### config.mk
export PLATFORM = sky130hd
export DESIGN_NAME = mole_game_ctrl
export DESIGN_NICKNAME = d
export VERILOG_FILES = /design/src/rtl/mole_pkg.sv /design/src/rtl/mole_lfsr.sv /design/src/rtl/mole_game_ctrl.sv
export SDC_FILE = /design/constraint.sdc
export NUM_CORES = 1
export LEC_CHECK = 0
export CAP_MARGIN = 25
export CORE_MARGIN = 2
export CORE_UTILIZATION = 50
export DETAILED_ROUTE_END_ITERATION = 10
export PLACE_DENSITY = 0.67
export SYNTH_ARGS = -nofsm -noshare
export SYNTH_HDL_FRONTEND = slang
export SYNTH_SLANG_ARGS = --single-unit
### constraint.sdc
create_clock -name master_clk -period 3.3 [get_ports master_clk]
set_clock_uncertainty 0.15 [all_clocks]
set_input_delay 0.99 -clock master_clk [delete_from_list [all_inputs] [get_ports master_clk]]
set_output_delay 0.99 -clock master_clk [all_outputs]
set_load 0.05 [all_outputs]
### src/rtl/mole_pkg.sv
// Shared types and constants for the whack-a-mole controller.
//   state_t   : FSM encoding (IDLE, SHOW, HIT, MISS), 2 bits
//   POS_W     : width of a hole index
//   NUM_HOLES : number of holes / player switches
//   SCORE_MAX : saturation value of the hit counter
package mole_pkg;

  localparam int unsigned POS_W     = 3;
  localparam int unsigned NUM_HOLES = 8;
  localparam int unsigned SCORE_W   = 8;
  localparam int unsigned SCORE_MAX = 255;
  localparam int unsigned LFSR_W    = 8;

  typedef enum logic [1:0] {
    ST_IDLE = 2'd0,
    ST_SHOW = 2'd1,
    ST_HIT  = 2'd2,
    ST_MISS = 2'd3
  } state_t;

  // Pick the next hole from a random candidate, never repeating the current one.
  function automatic logic [POS_W-1:0] next_hole(input logic [POS_W-1:0] cand,
                                                 input logic [POS_W-1:0] cur);
    return (cand == cur) ? cand + POS_W'(1) : cand;
  endfunction

endpackage

### src/rtl/mole_lfsr.sv
// 8-bit Fibonacci LFSR (x^8+x^6+x^5+x^4+1) that steps every cycle.
//   clk   : clock
//   rst_n : asynchronous active-low reset, loads SEED (0 is mapped to 1)
//   cand  : low POS_W bits of the register, a candidate hole index
module mole_lfsr
  import mole_pkg::*;
#(
  parameter logic [LFSR_W-1:0] SEED = 8'hA5
) (
  input  logic             clk,
  input  logic             rst_n,
  output logic [POS_W-1:0] cand
);

  // An all-zero state would lock the register up.
  localparam logic [LFSR_W-1:0] SEED_SAFE = (SEED == '0) ? LFSR_W'(1) : SEED;

  logic [LFSR_W-1:0] lfsr;

  always_ff @(posedge clk or negedge rst_n) begin
    if (!rst_n) begin
      lfsr <= SEED_SAFE;
    end else begin
      lfsr <= {lfsr[6:0], lfsr[7] ^ lfsr[5] ^ lfsr[4] ^ lfsr[3]};
    end
  end

  assign cand = lfsr[POS_W-1:0];

endmodule

### src/rtl/mole_game_ctrl.sv
// Whack-a-mole game controller: picks the mole hole, times each round and
// judges player switch toggles.
//   master_clk    : system clock
//   rst           : asynchronous active-low reset
//   en            : game enable level, 0 returns to IDLE
//   sw            : player switches (asynchronous), one per hole
//   mole_position : current mole hole
//   guess_correct : held high for FEEDBACK_TICKS after a hit
//   guess_wrong   : held high for FEEDBACK_TICKS after a wrong toggle or timeout
//   score         : hit count, saturating
// Optional feature macro: MOLE_SPEEDUP_EN (each hit shortens the show time).
module mole_game_ctrl
  import mole_pkg::*;
#(
  parameter int unsigned       TICK_DIV       = 100000,
  parameter int unsigned       MOLE_TICKS     = 1500,
  parameter int unsigned       FEEDBACK_TICKS = 500,
  parameter int unsigned       MIN_MOLE_TICKS = 300,
  parameter logic [LFSR_W-1:0] LFSR_SEED      = 8'hA5
) (
  input  logic                 master_clk,
  input  logic                 rst,
  input  logic                 en,
  input  logic [NUM_HOLES-1:0] sw,
  output logic [POS_W-1:0]     mole_position,
  output logic                 guess_correct,
  output logic                 guess_wrong,
  output logic [SCORE_W-1:0]   score
);

  localparam int unsigned TICK_W    = (TICK_DIV > 1) ? $clog2(TICK_DIV) : 1;
  localparam int unsigned TMR_MAX_A = (MOLE_TICKS > FEEDBACK_TICKS) ? MOLE_TICKS : FEEDBACK_TICKS;
  localparam int unsigned TMR_MAX   = (TMR_MAX_A > MIN_MOLE_TICKS) ? TMR_MAX_A : MIN_MOLE_TICKS;
  localparam int unsigned TMR_W     = $clog2(TMR_MAX + 1);
  localparam int unsigned SPEEDUP_STEP = 8;

  state_t               state, state_nxt;
  logic [POS_W-1:0]     pos_nxt;
  logic                 gc_nxt, gw_nxt;
  logic [SCORE_W-1:0]   score_nxt;
  logic [TMR_W-1:0]     timer, timer_nxt;
  logic [TICK_W-1:0]    tick_cnt;
  logic                 tick_c;
  logic [NUM_HOLES-1:0] s1, s2, s3;
  logic [NUM_HOLES-1:0] tog_c;
  logic                 hit_c;
  logic [POS_W-1:0]     cand;
  logic [POS_W-1:0]     fresh_c;

  // Game tick divider, free-running in every state.
  assign tick_c = (tick_cnt == TICK_W'(TICK_DIV - 1));

  always_ff @(posedge master_clk or negedge rst) begin
    if (!rst) begin
      tick_cnt <= '0;
    end else if (tick_c) begin
      tick_cnt <= '0;
    end else begin
      tick_cnt <= tick_cnt + TICK_W'(1);
    end
  end

  // Two-flop synchroniser plus a history register for edge detection.
  always_ff @(posedge master_clk or negedge rst) begin
    if (!rst) begin
      s1 <= '0;
      s2 <= '0;
      s3 <= '0;
    end else begin
      s1 <= sw;
      s2 <= s1;
      s3 <= s2;
    end
  end

  assign tog_c = s2 ^ s3;
  // A hit is exactly one toggled bit and it is the mole's hole.
  assign hit_c = (tog_c == (NUM_HOLES'(1) << mole_position));

  mole_lfsr #(
    .SEED(LFSR_SEED)
  ) u_lfsr (
    .clk  (master_clk),
    .rst_n(rst),
    .cand (cand)
  );

  assign fresh_c = next_hole(cand, mole_position);

`ifdef MOLE_SPEEDUP_EN
  // Show time shrinks on every hit down to a floor; IDLE restores it.
  logic [TMR_W-1:0] show_ticks, show_nxt;

  always_comb begin
    show_nxt = show_ticks;
    if (state == ST_IDLE) begin
      show_nxt = TMR_W'(MOLE_TICKS);
    end else if (state == ST_SHOW && state_nxt == ST_HIT) begin
      if (32'(show_ticks) >= MIN_MOLE_TICKS + SPEEDUP_STEP) begin
        show_nxt = TMR_W'(32'(show_ticks) - SPEEDUP_STEP);
      end else begin
        show_nxt = TMR_W'(MIN_MOLE_TICKS);
      end
    end
  end

  always_ff @(posedge master_clk or negedge rst) begin
    if (!rst) begin
      show_ticks <= TMR_W'(MOLE_TICKS);
    end else begin
      show_ticks <= show_nxt;
    end
  end
`else
  logic [TMR_W-1:0] show_ticks;
  assign show_ticks = TMR_W'(MOLE_TICKS);
`endif

  // Next-state and next-output logic.
  always_comb begin
    state_nxt = state;
    pos_nxt   = mole_position;
    gc_nxt    = guess_correct;
    gw_nxt    = guess_wrong;
    score_nxt = score;
    timer_nxt = timer;
    case (state)
      ST_IDLE: begin
        gc_nxt = 1'b0;
        gw_nxt = 1'b0;
        if (en) begin
          pos_nxt   = fresh_c;
          timer_nxt = TMR_W'(MOLE_TICKS);
          state_nxt = ST_SHOW;
        end
      end
      ST_SHOW: begin
        if (!en) begin
          state_nxt = ST_IDLE;
        end else if (tog_c != '0) begin
          // A toggle wins over a simultaneous timeout.
          timer_nxt = TMR_W'(FEEDBACK_TICKS);
          if (hit_c) begin
            state_nxt = ST_HIT;
            gc_nxt    = 1'b1;
            score_nxt = (score == SCORE_W'(SCORE_MAX)) ? score : score + SCORE_W'(1);
          end else begin
            state_nxt = ST_MISS;
            gw_nxt    = 1'b1;
          end
        end else if (tick_c) begin
          if (timer == '0) begin
            state_nxt = ST_MISS;
            gw_nxt    = 1'b1;
            timer_nxt = TMR_W'(FEEDBACK_TICKS);
          end else begin
            timer_nxt = timer - TMR_W'(1);
          end
        end
      end
      ST_HIT, ST_MISS: begin
        if (tick_c) begin
          if (timer == '0) begin
            gc_nxt = 1'b0;
            gw_nxt = 1'b0;
            if (en) begin
              pos_nxt   = fresh_c;
              timer_nxt = show_ticks;
              state_nxt = ST_SHOW;
            end else begin
              state_nxt = ST_IDLE;
            end
          end else begin
            timer_nxt = timer - TMR_W'(1);
          end
        end
      end
      default: begin
        state_nxt = ST_IDLE;
      end
    endcase
  end

  // FSM and output registers.
  always_ff @(posedge master_clk or negedge rst) begin
    if (!rst) begin
      state         <= ST_IDLE;
      mole_position <= '0;
      guess_correct <= 1'b0;
      guess_wrong   <= 1'b0;
      score         <= '0;
      timer         <= '0;
    end else begin
      state         <= state_nxt;
      mole_position <= pos_nxt;
      guess_correct <= gc_nxt;
      guess_wrong   <= gw_nxt;
      score         <= score_nxt;
      timer         <= timer_nxt;
    end
  end

endmodule

==> run summary <==
The wire length per cell came out at roughly 15 µm. The maximum level of the CTS H-tree is 3. Traced cell by cell, the critical path runs through clkdlybuf4s50_1. The mapped netlist covers ~0.0034 mm². The CTS sink count is 75.

The number of routed nets with antenna violations is 0. The average cell area after synthesis is approximately 11 µm². The total overflow left after global routing is 0. Setup repair after global routing left no endpoint under its margin.

The synthesized netlist devotes 1.466% of its cell area to adder and majority cells. The share of the Yosys chip area taken by registers is 55.11%. The post-layout net count is roughly 360. When the netlist entered floorplanning its net count stood at between 300 and 400. The I/O pin total came out at 24. The highest cell delay on the worst timing path is a little under 900 ps. The distinct cell type count of the synthesized netlist is 50. The share of flip-flops with an asynchronous set or reset came out at 100.0%. The cell accounting for the most synthesized area is sky130_fd_sc_hd__dfrtp_1. Power spread over the standard cell area amounts to between 400 and 500 mW/mm². The count of final hold-check violations is 0. The worst hold path belongs to the class flip-flop to flip-flop. The total area inside the core boundary comes to approximately 0.0067 mm². The number of cell rows came out at 30. The clock-pin slew of the registers on the worst-case setup and hold paths is about 80 ps.

The number of enable-type register cells in the synthesized netlist came out at 0. The number of global-route vias before repair was 2245. The vertical die dimension is between 80 and 90 µm. The fraction of the mapped netlist area in compound gates is under 10%. After the first detailed-routing iteration, the DRC count stood at 147. Once the floorplan was initialized, standard cells occupied roughly half of the core. Sorting the synthesized cells by area gives the leading types as sky130_fd_sc_hd__dfrtp_1 52%, sky130_fd_sc_hd__xor2_1 5.4%, sky130_fd_sc_hd__xnor2_1 4.4%, sky130_fd_sc_hd__dfstp_2 3.1%, sky130_fd_sc_hd__nor2_1 2.9%. The top cell types in the final layout, fill and taps aside, are 71 x sky130_fd_sc_hd__dfrtp_1, 26 x sky130_fd_sc_hd__nor2_1, 22 x sky130_fd_sc_hd__clkdlybuf4s50_1. The number of antenna violations at the first check in global routing came out at 0. Using the TritonRoute via totals, the vias-per-cell ratio works out to 5.631. The number of fillers in the final layout is ~530. Measured against its own limit, the worst slew margin works out to between 40% and 50%. The CTS tree is built.

In the synthesized netlist the dominant register cell turns out to be sky130_fd_sc_hd__dfrtp_1. The total CTS buffers came out at 9. The count of yosys warnings during synthesis came out at 0.

In this run the clock root is driven by a sky130_fd_sc_hd__clkbuf_8. The total count of max-transition violations in the final report came out at 0. For the worst setup path, the data required time is 2160 ps. The peak supply drop came out at between 0.4 and 0.5 mV. On the critical path the largest part of the delay comes from buffers and inverters. The flow ran to the end, and the final reports show no timing, DRC or antenna violations. The largest individual stage delay along the critical path comes from the cell sky130_fd_sc_hd__clkdlybuf4s50_1. The longest clock path from root to sink contains 2 buffers. The flop and latch count out of synthesis came out at between 70 and 80.

The synthesized netlist cell count came out at 315. The startpoint type of the worst setup path is a flip-flop. The worst-margin pin slew is 898.9 ps. The quantity of I/O buffers inserted on ports is 23. At the worst endpoint, the arrival time is approximately 1800 ps. The number of optimization iterations in the first detailed-route pass is 4.

The endpoint kind of the worst setup timing path is an output port. The half-perimeter wire length after detailed placement came out at between 4000 and 5000 µm. The last weighted congestion value of the routability-driven placer came out at a little over 0.9. The setup TNS after final layout is 0 ps.

The detailed-route DRC error count came out at 0. The clock insertion delay at the later pin of the skew report came out at between 300 and 400 ps. After synthesis, the largest area contributor takes up 52.03% of total cell area. The area share of xor/xnor cells in the synthesized design is 9.747%. The number of hold buffers added after CTS was 0. The commonest non-fill, non-tap cell in the layout is sky130_fd_sc_hd__dfrtp_1. The highest clock rate came out at roughly 340 MHz.

The critical path is of the flip-flop to output port type. The number of max-cap violations came out at 0. The combinational family with the most area after synthesis is simple AND/OR/NAND/NOR gates. The maximum fanout along the worst path came out at 11. The worst path buffer plus inverter count is 1.

The worst path needs between 2000 and 3000 ps of the cycle, external delays included. The setup violation total in the final timing report is 0. Entering global routing, the biggest net connects 76 pins. The total via count in the routed design is about 2400. The final critical path takes up around nine tenths of the cycle. The area of the die came out at approximately 0.0075 mm². The number of antenna diodes in the final layout is 0. The post-layout total power came out at 1.882 mW. The worst-case hold slack is approximately 200 ps. From synthesis to final layout, the design area changed by 16.38%. The leakage power came out at between 1.5 and 2 nW.

Post-CTS timing repair inserted 0 buffers for setup. The global-route wire length before repair came out at about 11000 µm. The horizontal die dimension is 86.64 µm. The fraction of layout instances using a drive strength above 1 is between 10% and 20%. After Yosys synthesis, and, or, nand and nor cells account for 19.90% of the synthesized area. The mux contribution to synthesized area came out at around 1.8%. The post-detailed-routing wire length is 6260 µm.

The internal reg-to-reg setup slack came out at roughly 550 ps. The all-layer global routing usage came out at 18.29%. The number of gates resized after CTS was 0.
[kinds of logic (layout without fill, tap and decap cells)]
kind of cell               Yosys count  in the layout
AOI/OAI and AO/OA                   52             52
buffers and inverters               19             52
and+or+nand+nor                    121            121
muxes                                6              6
xor gates and xnor gates            38             38
DFF                                 75             75
adders and majority gates            4              4
[routing by layer]
metal	track usage, %	routed length (µm)	vias to the layer above	share of wire, %
li1	-	-	1188	-
met1	25.27	2938	1164	47
met2	27.06	2955	46	47
met3	6.095	250	12	4.0
met4	6.534	116	0	1.9
met5	0	0	-	0
[sequential cells by signal (all words and copies together), names as in the netlist]
| signal | count |
|---|---|
| guess_correct | 1 |
| guess_wrong | 1 |
| s2 | 8 |
| s3 | 8 |
| state | 2 |
| u_lfsr.lfsr | 8 |
| s1 | 8 |
| mole_position | 3 |
| score | 8 |
| timer | 11 |
| tick_cnt | 17 |
[where the power goes]
part           leakage (nW)  internal [mW]  switching, mW
combinational         0.724         0.0310         0.0491
clock                 0.120          0.508          0.348
sequential            0.933          0.935         0.0105
[synthesized netlist by cell type (all sizes together) (6+ instances only)]
master   n
dfrtp   71
clkbuf   7
a31oi    6
nor2    26
nand3   14
o21ai   13
inv     10
a21oi   11
xor2    21
or4      6
and3     9
xnor2   17
nand4    7
nor4    12
nand2   21
[path summary, 6_finish.rpt]
kind,startpoint,end,cells after the start
setup / recovery,mole_position[1]$_DFFE_PN0P_,mole_position[1],1
hold / removal,s1[0]$_DFF_PN0_,s2[0]$_DFF_PN0_,0
setup reg to reg,mole_position[1]$_DFFE_PN0P_,score[1]$_DFFE_PN0P_,6
hold reg to reg,s1[0]$_DFF_PN0_,s2[0]$_DFF_PN0_,0
max in group asynchronous,rst,score[5]$_DFFE_PN0P_,1
min in group asynchronous,rst,u_lfsr.lfsr[1]$_DFF_PN0_,1
[stage by stage]
step	area [µm²]	std cells	util, %	worst slack (ps)
floorplan	3415	315	-	498.9
global placement	3726	412	55.46	371.2
detailed placement	3726	412	55.46	300.8
CTS	3974	428	59.14	364.2
global route	3974	428	59.14	300.3
finish	3974	428	59.14	380.5
[final cells by class]
cell class	count	area [µm²]	area share (%)
Sequential cell	75	1882	47.36
Multi-Input combinational cell	221	1456	36.65
Inverter	10	37.54	0.9446
Clock inverter	7	123.9	3.117
Clock buffer	9	123.9	3.117
Tap cell	80	100.1	2.519
Timing Repair Buffer	26	250.2	6.297
(Power assumes the default switching activity.)
